===== config.mk =====
export PLATFORM = sky130hd
export DESIGN_NAME = issue_trace_collector
export DESIGN_NICKNAME = d
export VERILOG_FILES = /design/src/rtl/issue_trace_collector.sv
export SDC_FILE = /design/constraint.sdc
export NUM_CORES = 1
export LEC_CHECK = 0
export ABC_AREA = 1
export CORE_MARGIN = 10
export CORE_UTILIZATION = 45
export CTS_BUF_LIST = sky130_fd_sc_hd__clkbuf_4 sky130_fd_sc_hd__clkbuf_8 sky130_fd_sc_hd__clkbuf_16
export DETAILED_ROUTE_END_ITERATION = 16
export SLEW_MARGIN = 20
export SYNTH_ARGS = -nofsm -noshare
export SYNTH_HDL_FRONTEND = slang
export SYNTH_SLANG_ARGS = --single-unit

===== constraint.sdc =====
create_clock -name clk -period 6.1 [get_ports clk]
set_input_delay 0.915 -clock clk [delete_from_list [all_inputs] [get_ports clk]]
set_output_delay 0.915 -clock clk [all_outputs]
set_load 0.01 [all_outputs]

===== src/rtl/issue_trace_collector.sv =====
// Issue-stage dispatch trace collector: multi-write capture FIFO
// draining one (pc, queue type) event per cycle to the file logger.
module issue_trace_collector #(
  parameter int N_QUEUES = 3,
  parameter int DEPTH    = 8,
  parameter int CNT_W    = 16
) (
  input  logic                      clk,
  input  logic                      rst,
  input  logic                      trace_en,
  input  logic [N_QUEUES-1:0]       in_valid,
  input  logic [N_QUEUES-1:0]       in_ready,
  input  logic [32*N_QUEUES-1:0]    in_pc,
  output logic                      log_en,
  output logic [31:0]               log_pc,
  output logic [7:0]                log_queue_type,
  output logic [$clog2(DEPTH):0]    fifo_count,
  output logic [CNT_W-1:0]          drop_cnt,
  output logic                      overflow
);

  localparam int PW = $clog2(DEPTH);
  localparam int CW = PW + 1;

  typedef struct packed {
    logic [31:0] pc;
    logic [7:0]  qt;
  } entry_t;

  entry_t              mem [DEPTH];
  logic [PW-1:0]       head;
  logic [PW-1:0]       tail;
  logic [N_QUEUES-1:0] fire;
  logic [N_QUEUES-1:0] take;
  logic [PW-1:0]       slot [N_QUEUES];
  logic [CW-1:0]       free;
  logic [CW-1:0]       acc;
  logic [CW-1:0]       drops;
  logic                pop;
  logic [CNT_W:0]      dsum;

  assign fire = in_valid & in_ready & {N_QUEUES{trace_en}};
  // Free space ignores this cycle's pop so accept logic stays off the drain path
  assign free = CW'(DEPTH) - fifo_count;
  assign pop  = fifo_count != '0;
  assign dsum = {1'b0, drop_cnt} + (CNT_W+1)'(drops);

  always_comb begin
    acc   = '0;
    drops = '0;
    take  = '0;
    for (int i = 0; i < N_QUEUES; i++) begin
      slot[i] = tail + acc[PW-1:0];
      if (fire[i]) begin
        if (acc < free) begin
          take[i] = 1'b1;
          acc     = acc + CW'(1);
        end else begin
          drops = drops + CW'(1);
        end
      end
    end
  end

  always_ff @(posedge clk) begin
    if (rst) begin
      head           <= '0;
      tail           <= '0;
      fifo_count     <= '0;
      log_en         <= 1'b0;
      log_pc         <= '0;
      log_queue_type <= '0;
      drop_cnt       <= '0;
      overflow       <= 1'b0;
    end else begin
      tail       <= tail + acc[PW-1:0];
      head       <= head + PW'(pop);
      fifo_count <= fifo_count + acc - CW'(pop);
      log_en     <= pop;
      if (pop) begin
        log_pc         <= mem[head].pc;
        log_queue_type <= mem[head].qt;
      end
      if (dsum[CNT_W]) drop_cnt <= '1;
      else             drop_cnt <= dsum[CNT_W-1:0];
      if (drops != '0) overflow <= 1'b1;
    end
  end

  always_ff @(posedge clk) begin
    if (!rst) begin
      for (int i = 0; i < N_QUEUES; i++) begin
        if (take[i]) mem[slot[i]] <= {in_pc[32*i +: 32], 8'(i)};
      end
    end
  end

endmodule


==> results of run 1 <==
[worst max path at each step]
stage                              from                 endpoint  slack (ps)  cells past startpoint
2_1_floorplan  fifo_count[0]$_SDFF_PP0_     mem[7][10]$_DFFE_PP_        1760                     20
3_3_place_gp                   trace_en  drop_cnt[15]$_SDFF_PP0_        1060                     24
3_5_place_dp                   trace_en  drop_cnt[15]$_SDFF_PP0_         980                     24
4_1_cts        fifo_count[0]$_SDFF_PP0_  drop_cnt[15]$_SDFF_PP0_        1470                     26
5_1_grt        fifo_count[0]$_SDFF_PP0_  drop_cnt[15]$_SDFF_PP0_        1040                     26
6_report       fifo_count[0]$_SDFF_PP0_  drop_cnt[15]$_SDFF_PP0_        1490                     26
[per-layer routing]
layer	share of wire, %	GRT usage (%)
met3	8.2	3.873
met1	42	28.66
met5	0.038	0
met4	2.4	7.309
met2	48	38.44
[per-stage QoR]
step / power (W) / hold slack (ps) / worst slack [ps] / instance area (µm²) / utilization, %
after floorplan: 0.004312 / 413.6 / 1762 / 19340 / -
after global placement: 0.005112 / 424.4 / 1056 / 20760 / 49.16
after detailed placement: 0.005184 / 427.0 / 975.6 / 20790 / 49.23
after CTS: 0.007487 / 442.5 / 1471 / 22040 / 52.19
after global routing: 0.007819 / 466.3 / 1040 / 22030 / 52.18
final: 0.007451 / 444.2 / 1491 / 22030 / 52.18
[state kept, by name (all words and copies together), names as in the netlist]
signal,flops
drop_cnt,16
log_en,1
head,3
fifo_count,4
log_queue_type,2
mem,272
tail,3
overflow,1
log_pc,32
[cells by family after synthesis]
kind of cell / after synthesis / share of synthesized area [%]
and+or+nand+nor: 872 / 18.39
AOI/OAI and AO/OA: 719 / 19.95
buffers and inverters: 352 / 8.903
DFF: 334 / 47.86
muxes: 48 / 2.486
adders and majority gates: 24 / 1.709
xor gates and xnor gates: 15 / 0.6799
other: 1 / 0.01941
[cell usage in the layout, fill, tap and decap left out, types with 2 or more instances in the layout]
master and count:
a31oi_1 2, clkbuf_8 6, xnor2_1 7, nand4_1 13, nand3_1 70, o32ai_1 17, ha_1 20, clkbuf_16 39
edfxtp_1 256, clkinv_1 6, nand2_1 608, nand2_4 10, nor2_1 141, o221ai_1 47, bufinv_16 2, nor3_2 2
o22ai_1 2, inv_1 136, dfxtp_4 2, nor3_1 2, mux2i_1 48, o21ai_1 254, fa_1 4, o21ai_0 375
nand2_2 10, inv_2 5, o211ai_1 2, buf_4 32, dfxtp_1 76, xor2_1 8, nor2_4 2, a21oi_1 18
clkbuf_4 10, clkdlybuf4s50_1 159, clkinv_2 5, conb_1 6, nor2_2 2, nand3_2 8
[area by class of cell]
class / count / area share (%)
flip-flops and latches: 334 / 42.01
clock inverters: 14 / 0.5281
inverters: 141 / 2.402
clock buffers: 55 / 5.145
multi-input cells: 1684 / 38.30
repair buffers: 194 / 8.552
well taps: 539 / 3.061
[worst max-delay path: cells and delay by family (launching register included)]
kind / cells / cell delay, ps
AO/OA/AOI/OAI: 3 / 470
adder cells (fa/ha/maj): 4 / 930
buffers and inverters: 5 / 520
flip-flops: 1 / 430
AND/OR/NAND/NOR: 14 / 2160
[report_power, final]
part / internal, W / switching, W
Combinational: 0.000844 / 0.00143
Clock: 0.00138 / 0.000949
Sequential: 0.00267 / 0.000178
==> summary.md, run 1 <==
| Metric | Value |
|---|---|
| Post-Layout Cell Count | 2961 |
| Worst slew margin | 25.79% |
| Worst setup EP type | register |
| Mean Syn Cell Area | 8.171 µm² |
| Final setup fails | 0 |
| CTS Buf Count | 38 |
| Resized cells post-CTS | 0 |
| Routed wire per std cell | 20.22 µm |
| Crit path kind | reg2reg |
| Largest net degree at the start of global routing | 72 |
| Worst skew pair latency | 560 ps |
| Height of the die | 227.2 µm |
| Max cap viols | 0 |
| Fin. Hold Viols | 0 |
| Setup Total Neg Slack | 0 ps |
| Post-DRT Antenna Nets | 0 |
| Fmax | 216.9 MHz |
| Drt first pass iters | 6 |
| Worst-Margin Slew | 1112 ps |
| Hold Path Stages | 2 |
| Synth Instances | 2365 |
| Final WL | 59860 µm |
| Fraction of layout cells with a size suffix above 1 | 5.904% |
| H-tree depth | 2 |
| GR Overflow Total | 0 |
| Min-Delay Startpoint | mem[2][1]$_SDFFE_PP1P_ |
| Gr usage total | 22.58% |
| Die Wd | 227.2 µm |
| Drt initial violations | 1685 |
| Fillers | 3966 |
| Top FF cell, synth | edfxtp_1 |
| Worst Path Required | 6580 ps |
| Status | finished, final reports clean |
| First-pass GRT wire length | 90960 µm |
| Lkg Pwr | 9.388 nW |
| Netlist Area Pre-Place | 19320 µm² |
| Power Density | 338.2 nW/µm² |
| Postcts setup bufs | 0 |
| Placed instance count | 2892 |
| Initial Utilization | 45.76% |
| Number of synthesized register bits | 334 |
| Ports | 167 |
| Post-synth top cells | 618 x nand2_1, 375 x o21ai_0, 256 x edfxtp_1 |
| Register area | 9256 µm² |
| CP peak stage delay | 430 ps |
| Post-synth EDFFs | 256 |
| Clock sink total | 334 |
| Fin nets | 2522 |
| Tcrit/Tclk final | 75.56% |
| Share of the synthesized area in the top cell type | 39.78% |
| Area grow syn2layout | 14.02% |
| FF-to-FF setup slack | 1490 ps |
| Post-DP HPWL | 36950 µm |
| Initial antenna violation count | 2 |
| Synth top area cells | edfxtp_1 40%, nand2_1 12%, o21ai_0 9.7% |
| TritonCTS clock tree | yes |
| Routed vias/inst | 5.755 |
| Post-synth cell types | 39 |
| CP arrival | 5090 ps |
| Worst-path maximum fanout | 11 |
| Root Buffer | clkbuf_16 |
| Worst r2r dst | drop_cnt[15]$_SDFF_PP0_ |
| Multi-input combinational cell area | 8439 µm² |
| # diodes | 0 |
| GP Congestion | 0.8298 |
| Leading cell type by number of instances after synthesis | nand2_1 |
| Count of input and output buffers | 160 |
| Worst r2r path cells | 26 |
| DRC viols | 0 |
| CP max-delay cell | dfxtp_1 |
| Post-synthesis sequential area ratio | 47.86% |
| Longest Clk Path Bufs | 3 |
| Final min period | 4609 ps |
| Hold Path Class | reg2reg |
| Cell taking the most area after synthesis | edfxtp_1 |
| Worst-path clk slew | 60 ps |
| YS warnings | 0 |
| Core Area | 42230 µm² |
| Vias in the first global route | 15922 |
| RR Startpoint | fifo_count[0]$_SDFF_PP0_ |
| Peak supply drop | 0.1895 mV |
| Row cnt | 75 |
| Critical path launch point type | register |
| Async SR Flop Fraction | 0% |
| Hold buffers post-CTS | 0 |
| Unrepaired setup endpoints after global routing | no |
| Worst hold endpoint | mem[2][1]$_SDFFE_PP1P_ |
| Clock skew | 13.89 ps |
| Vias | 17041 |
| Area of the die | 51630 µm² |
| Max-slew violations | 0 |
Power figures use the tool's default switching activity.
==> run 2: changes to the inputs <==
==> constraint.sdc (replaced) <==
create_clock -name clk -period 4.7 [get_ports clk]
set_input_delay 0.705 -clock clk [delete_from_list [all_inputs] [get_ports clk]]
set_output_delay 0.705 -clock clk [all_outputs]
set_load 0.01 [all_outputs]
==> summary.md, run 2 (same netlist as run 1, synthesis figures left out) <==
| Metric | Value |
|---|---|
| Tcrit/Tclk final | 90.18% (+15 points) |
| Worst-path clk slew | 60 ps (about the same) |
| Drt first pass iters | 6 (unchanged) |
| Largest register FFs | 272 (unchanged) |
| Most common library cell in the layout ignoring fill and taps | nand2_1 |
| Crit path launch | fifo_count[0]$_SDFF_PP0_ |
| TritonCTS clock tree | yes |
| Final setup fails | 0 (unchanged) |
| Post-DRT Antenna Nets | 0 (unchanged) |
| Max cap viols | 0 (unchanged) |
| Unrepaired setup endpoints after global routing | no |
| Row cnt | 75 (unchanged) |
| Initial antenna violation count | 2 (unchanged) |
| Postcts setup bufs | 0 (unchanged) |
| Most frequent cells in the layout | 608 x nand2_1, 375 x o21ai_0, 256 x edfxtp_1 |
| Worst r2r path cells | 26 (unchanged) |
| Initial Utilization | 45.76% (unchanged) |
| Fin. Hold Viols | 0 (unchanged) |
| Cell family with most CP delay | simple AND/OR/NAND/NOR gates |
| Routed vias/inst | 5.711 (-0.77%) |
| Hold Path Class | reg2reg |
| H-tree depth | 2 (unchanged) |
| Largest net degree at the start of global routing | 142 (+97%) |
| Worst r2r dst | drop_cnt[15]$_SDFF_PP0_ |
| Resized cells post-CTS | 0 (unchanged) |
| Worst-Margin Slew | 1047 ps (-65.06 ps) |
| Longest Clk Path Bufs | 3 (unchanged) |
| Lkg Pwr | 9.707 nW (+3.4%) |
| Final min period | 4238 ps (-370.9 ps) |
| CP arrival | 4720 ps (-370 ps) |
| CP endpoint | drop_cnt[15]$_SDFF_PP0_ |
| Worst Path Required | 5180 ps (-1400 ps) |
| Die Wd | 227.2 µm (unchanged) |
| Max-slew violations | 0 (unchanged) |
| Most used cell, CP | inv_1 |
| Hold buffers post-CTS | 0 (unchanged) |
| Worst skew pair latency | 560 ps (about the same) |
| Status | finished, final reports clean |
| Height of the die | 227.2 µm (unchanged) |
| Routed wire per std cell | 21.03 µm (+4.0%) |
| CP peak stage delay | 430 ps (about the same) |
| Clock sink total | 334 (unchanged) |
| Worst path depth | 26 (unchanged) |
| Ports | 167 (unchanged) |
| Count of input and output buffers | 160 (unchanged) |
| Area grow syn2layout | 17.33% |
| Fmax | 235.9 MHz (+8.8%) |
| CTS Buf Count | 41 (+7.9%) |
| Vias | 17081 (+0.23%) |
| Area of the die | 51630 µm² (unchanged) |
| Worst slew margin | 30.21% (+4.4 points) |
| Post-DP HPWL | 38100 µm (+3.1%) |
| Critical path launch point type | register |
| CP max-delay cell | dfxtp_1 |
| Core Area | 42230 µm² (unchanged) |
| FF-to-FF setup slack | 460 ps (-1030 ps) |
| RR Startpoint | fifo_count[0]$_SDFF_PP0_ |
| Vias in the first global route | 16532 (+3.8%) |
| Gr usage total | 24.15% (+1.6 points) |
| DRC viols | 0 (unchanged) |
| Root Buffer | clkbuf_16 |
| GR Overflow Total | 0 (unchanged) |
| Drt initial violations | 1636 (-2.9%) |
| Final WL | 62900 µm (+5.1%) |
| First-pass GRT wire length | 96050 µm (+5.6%) |
| Clock skew | 11.86 ps (-2.034 ps) |
| Worst Path Buf+Inv | 6 (+1) |
| Power Density | 442.3 nW/µm² (+31%) |
| GP Congestion | 0.8693 (+4.8%) |
| Peak supply drop | 0.4058 mV (+110%) |
| Fin nets | 2545 (+0.91%) |
| Fraction of layout cells with a size suffix above 1 | 7.064% (+1.2 points) |
| Setup Total Neg Slack | 0 ps (unchanged) |
| Hold slack | 444.3 ps (+0.06200 ps) |
| Worst setup EP type | register |
| Worst-path maximum fanout | 11 (unchanged) |
| Crit path kind | reg2reg |
-- run 2: changes by cell type in the layout (fill, tap and decap cells not counted), moves of 3 or more --
| cell | change |
|---|---|
| buf_12 | +24 |
| buf_4 | -3 |
| clkbuf_16 | +4 |
| diode_2 | +3 |
-- run 2: metrics by stage --
step | utilization [%] | cells | setup WS, ps | cell area [µm²] | total power, W
after floorplan | - | 2370 | 361.8 | 19340 | 0.005597
final | 53.69 | 2991 | 461.5 | 22670 | 0.01003
after global routing | 53.68 | 2989 | 24.73 | 22670 | 0.01055
after detailed placement | 50.25 | 2912 | 26.45 | 21220 | 0.006743
after global placement | 50.25 | 2912 | 136.3 | 21220 | 0.006681
after CTS | 53.63 | 2988 | 275.4 | 22650 | 0.01008
-- run 2: final cells by class --
cell class	count	area [µm²]
Inverter	141	529.3
Tap cell	539	674.4
Fill cell	3924	19560
Multi-Input combinational cell	1684	8457
Clock buffer	59	1240
Timing Repair Buffer	214	2320
Clock inverter	17	188.9
Antenna cell	3	7.507
Sequential cell	334	9256
-- run 2: routing by layer --
layer / vias up / wire length (µm) / track usage, %
met5: - / 13 / 0
met4: 2 / 1541 / 7.911
met3: 110 / 5360 / 4.105
met2: 731 / 30060 / 41.14
met1: 8010 / 25920 / 30.62
li1: 8228 / - / -
-- run 2: power breakdown --
group	switching, W	leakage, nW	internal, W	total [W]
Sequential	0.000251	2.95	0.00347	0.00372
Clock	0.00128	0.713	0.00205	0.00333
Combinational	0.00185	6.04	0.00113	0.00298
-- run 2: worst min-delay path, cell delays in order (launching register included) --
cell and delay [ps]:
dfxtp_1 310, nand2_1 60, nand2_1 40
-- run 2: worst min-delay path by stage --
stage	startpoint	to	slack, ps	cells after the start
finish	mem[6][1]$_SDFFE_PP1P_	mem[6][1]$_SDFFE_PP1P_	440	2
global route	mem[6][1]$_SDFFE_PP1P_	mem[6][1]$_SDFFE_PP1P_	460	2
CTS	mem[6][1]$_SDFFE_PP1P_	mem[6][1]$_SDFFE_PP1P_	450	2
detailed placement	mem[6][1]$_SDFFE_PP1P_	mem[6][1]$_SDFFE_PP1P_	430	2
global placement	mem[2][1]$_SDFFE_PP1P_	mem[2][1]$_SDFFE_PP1P_	430	2
floorplan	mem[2][1]$_SDFFE_PP1P_	mem[2][1]$_SDFFE_PP1P_	410	2
==> run 3: changes to the inputs <==
--- a/config.mk
+++ b/config.mk
@@ -14,3 +14,4 @@
 export SYNTH_ARGS = -nofsm -noshare
 export SYNTH_HDL_FRONTEND = slang
 export SYNTH_SLANG_ARGS = --single-unit
+export TNS_END_PERCENT = 10
==> results of run 3 <==
The final DEF is identical to that of run 2; final timing and power are the same.
